[config.mk]
export PLATFORM = sky130hd
export DESIGN_NAME = seg7_scan
export DESIGN_NICKNAME = d
export VERILOG_FILES = /design/src/rtl/seg7_pkg.sv /design/src/rtl/seg7_scan_bcd_to_seg7.sv /design/src/rtl/seg7_scan.sv
export SDC_FILE = /design/constraint.sdc
export NUM_CORES = 1
export LEC_CHECK = 0
export CAP_MARGIN = 15
export CORE_UTILIZATION = 50
export CTS_CLUSTER_SIZE = 40
export DETAILED_ROUTE_END_ITERATION = 6
export PLACE_DENSITY = 0.73
export SYNTH_ARGS = -nofsm -noshare
export SYNTH_HDL_FRONTEND = slang
export SYNTH_SLANG_ARGS = --single-unit
[constraint.sdc]
create_clock -name clk -period 3.6 [get_ports clk]
set_clock_uncertainty 0.05 [all_clocks]
set_input_delay 0.72 -clock clk [delete_from_list [all_inputs] [get_ports clk]]
set_output_delay 0.72 -clock clk [all_outputs]
set_load 0.03 [all_outputs]
[src/rtl/seg7_pkg.sv]
// Shared constants for the four-digit multiplexed seven-segment scanner.
// Segment patterns are active-low, ordered {g,f,e,d,c,b,a}.
package seg7_pkg;

    localparam int DIGITS = 4;

    localparam logic [6:0] SEG_0    = 7'b1000000;
    localparam logic [6:0] SEG_1    = 7'b1111001;
    localparam logic [6:0] SEG_2    = 7'b0100100;
    localparam logic [6:0] SEG_3    = 7'b0110000;
    localparam logic [6:0] SEG_4    = 7'b0011001;
    localparam logic [6:0] SEG_5    = 7'b0010010;
    localparam logic [6:0] SEG_6    = 7'b0000010;
    localparam logic [6:0] SEG_7    = 7'b1111000;
    localparam logic [6:0] SEG_8    = 7'b0000000;
    localparam logic [6:0] SEG_9    = 7'b0010000;
    localparam logic [6:0] SEG_DASH = 7'b0111111;
    localparam logic [6:0] SEG_OFF  = 7'b1111111;

    typedef enum logic [1:0] {
        SLOT_ONES_A = 2'd0,
        SLOT_TENS_A = 2'd1,
        SLOT_ONES_B = 2'd2,
        SLOT_TENS_B = 2'd3
    } slot_e;

endpackage

[src/rtl/seg7_scan_bcd_to_seg7.sv]
// BCD to active-low seven-segment decoder; non-decimal codes show a dash.
module bcd_to_seg7
    import seg7_pkg::*;
(
    input  logic [3:0] bcd,
    output logic [6:0] seg
);

    always_comb begin
        seg = SEG_DASH;
        case (bcd)
            4'd0: seg = SEG_0;
            4'd1: seg = SEG_1;
            4'd2: seg = SEG_2;
            4'd3: seg = SEG_3;
            4'd4: seg = SEG_4;
            4'd5: seg = SEG_5;
            4'd6: seg = SEG_6;
            4'd7: seg = SEG_7;
            4'd8: seg = SEG_8;
            4'd9: seg = SEG_9;
            default: seg = SEG_DASH;
        endcase
    end

endmodule

[src/rtl/seg7_scan.sv]
// Four-digit multiplexed display scanner with frame-aligned input latching,
// leading-zero blanking on the tens digits and whole-display blinking.
module seg7_scan
    import seg7_pkg::*;
#(
    parameter int REFRESH_DIV  = 100000,
    parameter int BLINK_FRAMES = 250
) (
    input  logic       clk,
    input  logic       reset,
    input  logic [3:0] tens_a,
    input  logic [3:0] ones_a,
    input  logic [3:0] tens_b,
    input  logic [3:0] ones_b,
    input  logic       blank_lz,
    input  logic       blink_en,
    output logic [3:0] an,
    output logic [6:0] seg,
    output logic       dp,
    output logic       frame_done
);

    localparam int PW = $clog2(REFRESH_DIV);
    localparam int FW = $clog2(BLINK_FRAMES + 1);
    localparam int IW = $clog2(DIGITS);

    logic [PW-1:0] presc;
    logic [IW-1:0] idx;
    logic [3:0]    sh_ta;
    logic [3:0]    sh_oa;
    logic [3:0]    sh_tb;
    logic [3:0]    sh_ob;
    logic [FW-1:0] fcnt;
    logic          phase;

    logic          tick;
    logic          frame_tick;
    logic [3:0]    digit;
    logic          is_tens;
    logic          blank;
    logic [6:0]    dec_seg;

    assign tick       = (presc == PW'(REFRESH_DIV - 1));
    assign frame_tick = tick && (idx == IW'(DIGITS - 1));
    assign dp         = 1'b1;

    always_ff @(posedge clk) begin
        if (reset) begin
            presc <= '0;
            idx   <= '0;
        end else begin
            presc <= tick ? '0 : presc + 1'b1;
            if (tick)
                idx <= idx + 1'b1;
        end
    end

    // Shadow copies only change at the frame boundary so a frame never tears.
    always_ff @(posedge clk) begin
        if (reset) begin
            sh_ta <= '0;
            sh_oa <= '0;
            sh_tb <= '0;
            sh_ob <= '0;
        end else if (frame_tick) begin
            sh_ta <= tens_a;
            sh_oa <= ones_a;
            sh_tb <= tens_b;
            sh_ob <= ones_b;
        end
    end

    always_ff @(posedge clk) begin
        if (reset) begin
            fcnt  <= '0;
            phase <= 1'b1;
        end else if (!blink_en) begin
            fcnt  <= '0;
            phase <= 1'b1;
        end else if (frame_tick) begin
            if (fcnt == FW'(BLINK_FRAMES - 1)) begin
                fcnt  <= '0;
                phase <= !phase;
            end else begin
                fcnt <= fcnt + 1'b1;
            end
        end
    end

    always_comb begin
        digit   = sh_oa;
        is_tens = 1'b0;
        unique case (slot_e'(idx))
            SLOT_ONES_A: digit = sh_oa;
            SLOT_TENS_A: begin
                digit   = sh_ta;
                is_tens = 1'b1;
            end
            SLOT_ONES_B: digit = sh_ob;
            SLOT_TENS_B: begin
                digit   = sh_tb;
                is_tens = 1'b1;
            end
        endcase
        blank = !phase || (blank_lz && is_tens && digit == 4'd0);
    end

    bcd_to_seg7 u_dec (
        .bcd (digit),
        .seg (dec_seg)
    );

    always_ff @(posedge clk) begin
        if (reset) begin
            an         <= 4'hF;
            seg        <= SEG_OFF;
            frame_done <= 1'b0;
        end else begin
            an         <= blank ? 4'hF : ~(4'b0001 << idx);
            seg        <= dec_seg;
            frame_done <= frame_tick;
        end
    end

endmodule

==> impl_results.md <==
* Outcome: completed
* Leading area contributor after synthesis: dfxtp_1
* Area contributors post-synth: dfxtp_1 42%, a21oi_1 6.1%, ha_1 6.0%
* Skew-Pair Late Insertion Delay at 0.31 ns
* Worst VDD drop at 251.0 µV
* Pwr/cell area at 332.9 nW/µm²
* Top post-synthesis cells by count: 56 x dfxtp_1, 33 x a21oi_1, 24 x o21ai_0
* DR pass1 iterations at 5
* Post-synth top flop: dfxtp_1
* Yosys reg bits at 56
* Cell Area, Synth at 2693 µm²
* Clk sinks at 56
* Routed len/inst at 13.96 µm
* CTS Hold Bufs at 0
* Area added between synthesis and finish at 14.54%
* Final setup vio count at 0
* M1 GR Usage at 25.99%
* Worst reg-to-reg setup slack at 1.18 ns
* Worst R2R Path Depth at 6
* Post-synth EDFFs at 0
* Initial Utilization at 52.39%
* Share of flip-flops with an asynchronous set or reset at 0%
* Slew @ Worst Pin at 0.9413 ns
* TritonCTS Buffers at 5
* N_diodes at 0
* Ys Warns at 0
* Die H at 75.39 µm
* Via count at 2239
* Post-Syn Nets at 337
* Worst R2R End: an[3]
* Minimum clock period at 2.423 ns
* Max Slew Vio Count at 0
* Routed Antenna Nets at 0
* Worst hold path endpoint: presc[0]
* Slew margin rel. at 37.24%
* CTS tree: built
* Top cell type's share of synthesized area at 41.64%
* Yosys cell types at 46
* CTS Buffer Depth at 2
* IO Port Bufs at 31
* Depth of the worst hold-timing path at 1
* Postcts setup bufs at 0
* Vias per cell at 5.683
* Row cnt at 26
* H-tree Lvls at 2
* Largest net degree at the start of global routing at 34
* Core Area at 5140 µm²
* Grt total ovfl at 0
* Die width at 75.39 µm
* Post-Syn Instances at 304
* Crit. End Element: register
* CTS clk-pin slew, worst paths at 0.10 ns
* Worst r2r src: idx[0]
* CP Launch Type: register
* Register area share after synthesis at 41.64%
* First-pass GRT wire length at 9273 µm
* Worst-path maximum fanout at 26
* Crit path DAT at 2.57 ns
* Critical path class: register to register
* Post-layout util at 60.00%
* Initial drt markers at 84
* Met2 Use GR at 37.60%
* Most frequent cell after synthesis: dfxtp_1
* Fraction of layout cells with a size suffix above 1 at 5.556%
* Syn Area/Cell at 8.857 µm²
* Final net count at 356
* Required @ worst endpoint at 3.75 ns
* Tcrit/Tclk final at 67.30%
* Vias in the first global route at 2116
* WL final at 5502 µm
* HP Class: register to register
* Initial antenna violation count at 0
* I/O Pins at 33
* Post-DP HPWL at 3800 µm
* Tot GR Track Use at 21.46%
* Post-route DRC at 0
* Maxcap violations at 0
* Gr busiest metal: met2
* Fin. Hold Viols at 0
* Routability Congestion at 0.8611
* Area of the die at 5683 µm²
* P_leak at 0.001066 µW
* Worst Min Path Start: presc[0]
* GR Util met3 at 4.101%
* Max Clk Rate at 0.4127 GHz
* Root buf cell: clkbuf_8
* RSZ-0062 raised after global routing: false
* Final setup TNS at 0 ns
* Post-CTS sizing at 0
==> final cells by class <==
cell class | instances | area [µm²]
fill | 491 | 2056
tap | 70 | 87.58
clock inverter | 3 | 18.77
sequential | 56 | 1121
clock buffer | 5 | 68.82
timing repair buffer | 33 | 325.3
multi-input combinational | 212 | 1406
inverter | 15 | 56.30
==> sequential cells by signal, summed over array words and instances (netlist names), 2 cells and up <==
name / cells
sh_ta: 4
presc: 17
seg: 7
sh_oa: 4
sh_tb: 4
idx: 2
an: 4
sh_ob: 4
fcnt: 8
==> power by group <==
group          leakage (µW)  switching (µW)  total, µW  internal, µW
Sequential         0.000454            3.07        629           626
Clock             0.0000479             201        337           136
Combinational      0.000564            29.3       60.4          31.1
Total               0.00107             234       1030           793
==> worst max-delay path: stages (launching register included) <==
cell and delay, ns:
dfxtp_1 0.42, ha_1 0.22, buf_4 0.29, a22oi_1 0.16
a21oi_1 0.74, o311a_1 0.37, nand2_1 0.07
==> cells in the final DEF, fill, tap and decap left out, types with 3 or more instances in the layout <==
cell             instances
a21oi_1                 33
a222oi_1                 3
a32o_1                   3
and3_1                   4
and4_1                   4
clkbuf_8                 5
clkdlybuf4s50_1         31
dfxtp_1                 56
ha_1                    13
inv_1                   15
mux2i_1                  5
nand2_1                 16
nand3_1                 22
nand4_1                  8
nor2_1                  15
nor2b_1                  4
nor3_1                   3
o211ai_1                 3
o21ai_0                 24
o31ai_1                  8
or3_1                    5
or4_1                    7
xor2_1                   8
==> logic make-up after synthesis <==
| logic type | share of synthesized area [%] |
|---|---|
| AO/OA/AOI/OAI | 18.73 |
| XOR/XNOR | 3.253 |
| other | 0.1393 |
| adder cells (fa/ha/maj) | 6.041 |
| flip-flops | 41.64 |
| buffers and inverters | 6.134 |
| multiplexers | 2.695 |
| AND/OR/NAND/NOR | 21.38 |
==> per-stage QoR <==
| stage | hold WS, ns | instances | worst slack, ns | cell area [µm²] | power [µW] |
|---|---|---|---|---|---|
| final | 0.3976 | 394 | 1.177 | 3084 | 1027 |
| after global routing | 0.4207 | 394 | 0.9617 | 3084 | 1062 |
| after CTS | 0.4017 | 394 | 1.183 | 3084 | 1038 |
| after detailed placement | 0.3867 | 386 | 1.211 | 2997 | 704.4 |
| after global placement | 0.3783 | 386 | 1.262 | 2997 | 703.5 |
| after floorplan | 0.3629 | 304 | 1.520 | 2693 | 670.9 |
==> per-layer routing <==
layer,up-vias,wire [µm]
met1,1027,2452
li1,1143,-
met2,58,2728
met3,11,200
met5,-,0
met4,0,121
==> how the worst max path moves through the flow <==
stage / startpoint / to / slack (ns) / depth (start not counted)
after CTS: idx[0] / an[3] / 1.18 / 6
after global placement: idx[0] / an[1] / 1.26 / 6
after floorplan: idx[0] / an[3] / 1.52 / 9
after detailed placement: idx[0] / an[3] / 1.21 / 6
after global routing: idx[0] / an[1] / 0.96 / 6
final: idx[0] / an[3] / 1.18 / 6
Power figures use the tool's default switching activity.
